File: src/rtl/timer_capture_collector.sv
// rtl/timer_capture_collector.sv - capture-event collector: edge detect, round-robin arbiter, FWFT event FIFO
// Each record carries the channel id and the latched counter value; a repeat capture before the grant overwrites the value and flags overrun.
module timer_capture_collector #(
    parameter int TIMER_BITWIDTH = 32,
    parameter int NB_CAPTURES    = 10,
    parameter int FIFO_DEPTH     = 8,
    localparam int ID_W          = $clog2(NB_CAPTURES),
    localparam int LVL_W         = $clog2(FIFO_DEPTH) + 1
) (
    input  logic                                  clk_in,
    input  logic                                  rst_in,
    input  logic                                  clear_in,
    input  logic [NB_CAPTURES-1:0]                captured_in,
    input  logic [NB_CAPTURES*TIMER_BITWIDTH-1:0] capture_value_in,
    output logic                                  evt_valid_out,
    input  logic                                  evt_ready_in,
    output logic [ID_W-1:0]                       evt_id_out,
    output logic [TIMER_BITWIDTH-1:0]             evt_time_out,
    output logic [LVL_W-1:0]                      fifo_level_out,
    output logic [NB_CAPTURES-1:0]                overrun_out
);

    localparam int AW = $clog2(FIFO_DEPTH);
    localparam logic [LVL_W-1:0] DEPTH_L = LVL_W'(FIFO_DEPTH);

    logic [NB_CAPTURES-1:0]    captured_d;
    logic [NB_CAPTURES-1:0]    pending;
    logic [NB_CAPTURES-1:0]    overrun;
    logic [TIMER_BITWIDTH-1:0] value [NB_CAPTURES];
    logic [ID_W-1:0]           ptr;

    logic [ID_W-1:0]           mem_id   [FIFO_DEPTH];
    logic [TIMER_BITWIDTH-1:0] mem_time [FIFO_DEPTH];
    logic [AW-1:0]             wr_ptr;
    logic [AW-1:0]             rd_ptr;
    logic [LVL_W-1:0]          level;

    logic [NB_CAPTURES-1:0]    event_v;
    logic [NB_CAPTURES-1:0]    rot;
    logic [NB_CAPTURES-1:0]    granted;
    logic                      grant_valid;
    logic [ID_W-1:0]           grant_id;
    logic [ID_W-1:0]           next_ptr;
    logic                      pop;
    logic                      push;
    logic                      can_accept;
    int                        sum;

    assign event_v = captured_in & ~captured_d;

    // Rotate pending so that bit 0 is the channel at ptr; first set bit wins.
    assign rot = NB_CAPTURES'({pending, pending} >> ptr);

    always_comb begin
        grant_valid = 1'b0;
        grant_id    = '0;
        sum         = 0;
        for (int k = 0; k < NB_CAPTURES; k++) begin
            if (!grant_valid && rot[k]) begin
                grant_valid = 1'b1;
                sum         = int'(ptr) + k;
                if (sum >= NB_CAPTURES)
                    sum = sum - NB_CAPTURES;
                grant_id    = ID_W'(sum);
            end
        end
    end

    assign next_ptr      = (grant_id == ID_W'(NB_CAPTURES - 1)) ? '0 : grant_id + ID_W'(1);
    assign evt_valid_out = (level != '0);
    assign pop           = evt_valid_out && evt_ready_in;
    assign can_accept    = (level < DEPTH_L) || pop;
    assign push          = grant_valid && can_accept;
    assign granted       = push ? (NB_CAPTURES'(1) << grant_id) : '0;

    always_ff @(posedge clk_in or posedge rst_in) begin
        if (rst_in) begin
            captured_d <= '0;
            pending    <= '0;
            overrun    <= '0;
            ptr        <= '0;
            wr_ptr     <= '0;
            rd_ptr     <= '0;
            level      <= '0;
            for (int i = 0; i < NB_CAPTURES; i++)
                value[i] <= '0;
        end else if (clear_in) begin
            // Loading captured_d hides flags that are already high.
            captured_d <= captured_in;
            pending    <= '0;
            overrun    <= '0;
            ptr        <= '0;
            wr_ptr     <= '0;
            rd_ptr     <= '0;
            level      <= '0;
        end else begin
            captured_d <= captured_in;
            pending    <= (pending & ~granted) | event_v;
            overrun    <= overrun | (event_v & pending & ~granted);
            for (int i = 0; i < NB_CAPTURES; i++) begin
                if (event_v[i])
                    value[i] <= capture_value_in[i*TIMER_BITWIDTH +: TIMER_BITWIDTH];
            end
            if (push) begin
                ptr    <= next_ptr;
                wr_ptr <= wr_ptr + AW'(1);
            end
            if (pop)
                rd_ptr <= rd_ptr + AW'(1);
            case ({push, pop})
                2'b10:   level <= level + LVL_W'(1);
                2'b01:   level <= level - LVL_W'(1);
                default: level <= level;
            endcase
        end
    end

    // The pushed value is the registered one, so a same-cycle new capture stays pending.
    always_ff @(posedge clk_in) begin
        if (push && !clear_in) begin
            mem_id[wr_ptr]   <= grant_id;
            mem_time[wr_ptr] <= value[grant_id];
        end
    end

    assign evt_id_out     = evt_valid_out ? mem_id[rd_ptr] : '0;
    assign evt_time_out   = evt_valid_out ? mem_time[rd_ptr] : '0;
    assign fifo_level_out = level;
    assign overrun_out    = overrun;

endmodule

File: config.mk
export PLATFORM = sky130hd
export DESIGN_NAME = timer_capture_collector
export DESIGN_NICKNAME = d
export VERILOG_FILES = /design/src/rtl/timer_capture_collector.sv
export SDC_FILE = /design/constraint.sdc
export NUM_CORES = 1
export LEC_CHECK = 0
export CAP_MARGIN = 20
export CORE_ASPECT_RATIO = 0.5
export CORE_MARGIN = 2
export CORE_UTILIZATION = 50
export DETAILED_ROUTE_END_ITERATION = 7
export PLACE_DENSITY = 0.72
export SLEW_MARGIN = 25
export SYNTH_ARGS = -nofsm -noshare
export SYNTH_HDL_FRONTEND = slang
export SYNTH_SLANG_ARGS = --single-unit
File: constraint.sdc
create_clock -name clk_in -period 13.9 [get_ports clk_in]
set_clock_uncertainty 0.15 [all_clocks]
set_input_delay 4.17 -clock clk_in [delete_from_list [all_inputs] [get_ports clk_in]]
set_output_delay 4.17 -clock clk_in [all_outputs]
set_load 0.02 [all_outputs]
==> run summary, run 1 <==
Initial Util: 50.7%
Syn Nets: 2376
Design area: 36600 µm²
RR Startpoint: ptr[0]
Critical Path Max Stage Delay: 0.83 ns
Die W: 351 µm
Critical path class: reg -> out
Period minus WS final: 8.05 ns
CTS tree: yes
Register area: 17800 µm²
Site Rows: 63
Required @ worst endpoint: 9.58 ns
Layout cells sized above 1: 26.6%
Max_slew headroom: 29.2%
Commonest non-fill, non-tap cell in the layout: clkdlybuf4s50_1
Crit path to: evt_time_out[24]
RSZ-0062 raised after global routing: false
Worst-path cell chain: buf_4 > mux4_2 > mux2i_1 > nor2_1 > clkdlybuf4s50_1
Grt total ovfl: 0
CP arrival: 3.73 ns
WL/cell: 25.1 µm
Yosys cell types: 86
Core area: 59400 µm²
CTS Hold Bufs: 0
Setup crit start: rd_ptr[0]
Clock sinks: 652
Setup_tns: 0 ns
I/O pins: 385
Slew Viols, Final: 0
# port buffers: 384
Total number of vias: 18.8k
Worst hold slack: 0.341 ns
Number of CTS-inserted buffers: 55
CP endpoint kind: primary output
Max-cap violations: 0
Worst slew pin tran: 1.06 ns
Final Cycle Share: 57.9%
Fillers: 4420
CTS Root Cell: clkbuf_16
YS warnings: 0
Worst reg-to-reg setup slack: 7.45 ns
Final Hold Vio Count: 0
Buffer count from post-CTS setup fixing: 0
Clk pin slew, worst setup/hold paths: 0.07 ns
Area Growth Syn to Fin: 21.8%
Outcome: finished, final reports clean
H-Tree Depth: 2
Hold_sp: overrun_out[4]
Fraction of registers with async set/reset: 55.8%
Placed Instance Area: 34700 µm²
GRT Total Usage: 26.0%
DRT antenna net count: 0
Post-route DRC: 0
Multi-input combinational cell area: 11700 µm²
Synth Register Bits: 652
Number of global-route vias before repair: 18.8k
Setup violators final: 0
Mean Syn Cell Area: 14.9 µm²
Drt first pass iters: 5
Largest net degree at the start of global routing: 184
Via-to-Cell Ratio: 5.79
Top_reg_cell synth: dfrtp_1
Fmax: 0.124 GHz
Wirelength, routed: 81.5 mm
Mapped cell area: 30100 µm²
Antenna violations before repair: 31
Slowest CP cell: dfrtp_4
First-pass GRT wire length: 120 mm
Register-to-Register Path Depth: 16
DIE HEIGHT: 177 µm
Clock Path Buffers: 3
Post-synth EDFFs: 288
Post-cts resize count: 0
Iter 0 DRT Violations: 1573
Register area share after synthesis: 59.1%
Worst r2r dst: mem_time[0][5]
DP HPWL: 53.9 mm
Nets: 2719
Commonest non-fill, non-tap cells in the layout: clkdlybuf4s50_1 (383), mux2_2 (375), dfrtp_1 (361), edfxtp_1 (288), mux2i_1 (122)
CP max FO: 44
Final RePlAce weighted congestion: 0.881
Die Area: 62200 µm²
Worst Setup Start Kind: register
Syn Inst Count: 2015
Worst Hold Class: reg -> reg
Clock insertion delay at the later pin of the skew report: 0.61 ns
-- sequential cells by signal, indices dropped and copies added, names as in the netlist --
signal          count
captured_d         10
ptr                 4
value             320
pending            10
rd_ptr              3
mem_time          256
fifo_level_out      4
mem_id             32
wr_ptr              3
overrun_out        10
-- cell usage after synthesis, types with 5 or more instances --
master     count  area (µm²)
mux2_2       375        4220
dfrtp_1      364        9110
edfxtp_1     288        8650
mux2i_1      123        1230
mux4_2        83        1870
nor2_1        82         308
nand2_1       72         270
a21oi_1       60         300
o21ai_0       55         275
clkbuf_1      53         199
a211oi_1      40         300
a21o_1        38         285
a221o_1       32         320
buf_1         31         116
buf_2         28         140
ha_1          25         313
inv_1         24        90.1
xnor2_1       15         131
o21ai_1       14        70.1
buf_6         12         135
nand3_1       12        60.1
nor2b_1       11        68.8
mux2_1        10         113
nor3_1        10        50.1
and2_1         9        56.3
buf_4          9        67.6
mux2_4         9         135
o211ai_1       8        60.1
nand2b_1       7        43.8
o21bai_1       7        52.6
o2bb2ai_1      7        61.3
a31oi_1        6        37.5
nor3b_1        5        37.5
nor4_1         5        31.3
o21a_1         5        37.5
-- per-layer routing --
layer | part of all wire, % | GRT usage, % | up-vias
met5 | 0 | 0 | -
met4 | 2.6 | 10.3 | 0
met3 | 5.5 | 4.29 | 130
met2 | 49 | 41.3 | 589
met1 | 43 | 36.2 | 9691
li1 | - | - | 8388
-- kinds of logic after synthesis --
group | synth area share [%]
buf+inv | 2.53
simple gates | 3.56
flops | 59.1
fa+ha+maj | 1.17
compound gates | 7.76
mux | 25.4
xor+xnor | 0.553
-- metrics by stage --
step	std cells	setup WS, ns	util [%]
4_1_cts	3210	5.74	61.5
6_report	3245	5.85	61.7
2_1_floorplan	2015	4.70	-
5_1_grt	3243	5.57	61.7
3_5_place_dp	3111	6.41	58.4
3_3_place_gp	3111	6.44	58.4
-- worst min-delay path by stage --
stage                                end  slack [ns]  cells after the start
after detailed placement  overrun_out[4]        0.33                      1
after floorplan                value[82]        0.32                      1
final                     overrun_out[4]        0.34                      1
after CTS                 overrun_out[4]        0.35                      1
after global routing          value[134]        0.37                      1
after global placement    overrun_out[4]        0.32                      1
-- worst max-delay path, delay by kind of cell, from the launching register on --
family | cells | cell delay, ns
muxes | 2 | 0.87
and+or+nand+nor | 1 | 0.07
DFF | 1 | 0.83
buffers and inverters | 2 | 1.32
-- cell type report --
cell class                 instances  area share (%)
sequential                       652            48.5
multi-input combinational       1203            31.9
timing repair buffer             419            11.4
clock buffer                      83            4.58
tap                              812            2.77
clock inverter                    16           0.308
inverter                          27           0.290
antenna                           33           0.226
Power of run 1 is not shown: default switching activity piles up to over one toggle a cycle in this logic, so the estimate is an artifact.
==> run 2, diff against run 1 <==
--- a/config.mk
+++ b/config.mk
@@ -10,7 +10,7 @@
 export CORE_MARGIN = 2
 export CORE_UTILIZATION = 50
 export DETAILED_ROUTE_END_ITERATION = 7
-export PLACE_DENSITY = 0.72
+export PLACE_DENSITY = 0.69
 export SLEW_MARGIN = 25
 export SYNTH_ARGS = -nofsm -noshare
 export SYNTH_HDL_FRONTEND = slang
==> constraint.sdc (replaced) <==
create_clock -name clk_in -period 7.93 [get_ports clk_in]
set_clock_uncertainty 0.15 [all_clocks]
set_input_delay 2.379 -clock clk_in [delete_from_list [all_inputs] [get_ports clk_in]]
set_output_delay 2.379 -clock clk_in [all_outputs]
set_load 0.02 [all_outputs]
==> run summary, run 2 (same netlist as run 1, synthesis figures left out) <==
Outcome: finished, final reports clean
Final Cycle Share: 77.3%
Slew Viols, Final: 0 (unchanged)
DRT antenna net count: 0 (unchanged)
Max-cap violations: 0 (unchanged)
DIE HEIGHT: 177 µm (unchanged)
Fillers: 4468 (+1.1%)
Core area: 59400 µm² (unchanged)
Register area: 17800 µm² (unchanged)
Post-route DRC: 0 (unchanged)
Iter 0 DRT Violations: 1861 (+18%)
Grt total ovfl: 0 (unchanged)
WL/cell: 27.3 µm (+8.7%)
Final Non-Filler Cells: 3226 (-0.59%)
H-Tree Depth: 2 (unchanged)
Clock sinks: 652 (unchanged)
CTS Root Cell: clkbuf_16
Die Area: 62200 µm² (unchanged)
Commonest non-fill, non-tap cell in the layout: clkdlybuf4s50_1
# port buffers: 384 (unchanged)
Buffer count from post-CTS setup fixing: 0 (unchanged)
Number of CTS-inserted buffers: 56 (+1.8%)
Fmax: 0.163 GHz
Drt first pass iters: 5 (unchanged)
Final Hold Vio Count: 0 (unchanged)
Worst Hold Class: reg -> reg
Period minus WS final: 6.13 ns
Nets: 2723 (+0.15%)
Final RePlAce weighted congestion: 0.939 (+6.7%)
Die W: 351 µm (unchanged)
Initial Util: 50.7% (unchanged)
Largest net degree at the start of global routing: 184 (unchanged)
Worst reg-to-reg setup slack: 1.97 ns (-5.48 ns)
Worst Setup Start Kind: register
Worst r2r dst: mem_time[2][18]
Largest registers: value: 320 flops, mem_time: 256 flops, mem_id: 32 flops
Antenna violations before repair: 13 (-58%)
Area Growth Syn to Fin: 21.8% (about the same)
Wirelength, routed: 88.1 mm (+8.0%)
CTS Hold Bufs: 0 (unchanged)
CTS tree: yes
Clk pin slew, worst setup/hold paths: 0.07 ns (about the same)
Max reg flops: 320 (unchanged)
Site Rows: 63 (unchanged)
Layout cells sized above 1: 26.7% (+0.067 points)
Commonest non-fill, non-tap cells in the layout: clkdlybuf4s50_1 (383), mux2_2 (375), dfrtp_1 (361), edfxtp_1 (288), mux2i_1 (123)
DP HPWL: 60.5 mm (+12%)
RSZ-0062 raised after global routing: false
Setup violators final: 0 (unchanged)
Via-to-Cell Ratio: 5.89 (+1.7%)
RR Startpoint: ptr[1]
Critical path class: reg -> out
Placed cell count: 3115 (+0.13%)
Worst hold path endpoint: overrun_out[5]
Hold_sp: overrun_out[5]
Register-to-Register Path Depth: 16 (unchanged)
Required @ worst endpoint: 5.40 ns (-4.18 ns)
I/O pins: 385 (unchanged)
CP endpoint kind: primary output
Multi-input combinational cell area: 11700 µm² (about the same)
Total number of vias: 19.0k (+1.1%)
First-pass GRT wire length: 127 mm (+6.5%)
GRT Total Usage: 28.2% (+2.1 points)
Number of global-route vias before repair: 18.7k (-0.45%)
Worst slew pin tran: 1.19 ns (+0.129 ns)
CP max FO: 26 (-41%)
Most flop-heavy register: value
Clock insertion delay at the later pin of the skew report: 0.61 ns (about the same)
Setup_tns: 0 ns (unchanged)
Post-cts resize count: 0 (unchanged)
Clock Path Buffers: 3 (unchanged)
Hold depth: 1 (unchanged)
Max_slew headroom: 19.8% (-9.5 points)
CP arrival: 3.60 ns (-0.13 ns)
==> run 2: changes by cell type in the layout (fill, tap and decap cells not counted), sizes merged <==
cell	change
bufinv	+2
diode	-28
clkinvlp	-1
inv	-1
buf	+3
clkinv	+6
==> run 2: area by class of cell <==
type | count | area share [%]
clock inverters | 22 | 0.461
inverters | 27 | 0.290
multi-input cells | 1203 | 31.9
well taps | 812 | 2.77
diodes | 5 | 0.0342
flip-flops and latches | 652 | 48.5
repair buffers | 422 | 11.5
clock buffers | 83 | 4.55
==> run 2: worst max-delay path by stage <==
| stage | from | endpoint | slack [ns] | cells after the start |
|---|---|---|---|---|
| after global placement | ptr[1] | mem_time[0][18] | 2.06 | 16 |
| after floorplan | rst_in | captured_d[0] | 0.52 | 1 |
| after CTS | rd_ptr[0] | evt_time_out[8] | 1.83 | 4 |
| final | rd_ptr[1] | evt_time_out[8] | 1.80 | 5 |
| after global routing | ptr[1] | mem_time[6][18] | 1.61 | 16 |
| after detailed placement | ptr[1] | mem_time[2][18] | 2.06 | 16 |
==> run 2: critical path: stages, from the launching register on <==
cell and delay (ns):
dfrtp_2 0.83, buf_4 0.38, mux4_2 0.33, mux2i_1 0.77
nor2_1 0.09, clkdlybuf4s50_1 0.57
==> run 2: per-layer routing <==
| metal | wire [µm] | vias up | GRT usage, % |
|---|---|---|---|
| met1 | 41000 | 9931 | 43.8 |
| met5 | 50 | - | 0 |
| met4 | 1220 | 8 | 4.88 |
| met3 | 6750 | 86 | 5.90 |
| li1 | - | 8356 | - |
| met2 | 39000 | 628 | 41.2 |
==> run 2: per-stage QoR <==
stage          hold slack, ns  util, %  setup WS (ns)  area [µm²]
2_1_floorplan           0.323        -          0.519       30100
3_3_place_gp            0.324     58.5           2.06       34700
3_5_place_dp            0.326     58.5           2.06       34700
4_1_cts                 0.346     61.6           1.83       36600
5_1_grt                 0.350     61.7           1.61       36600
6_report                0.348     61.7           1.80       36600
Power of run 2 is left out for the same reason.
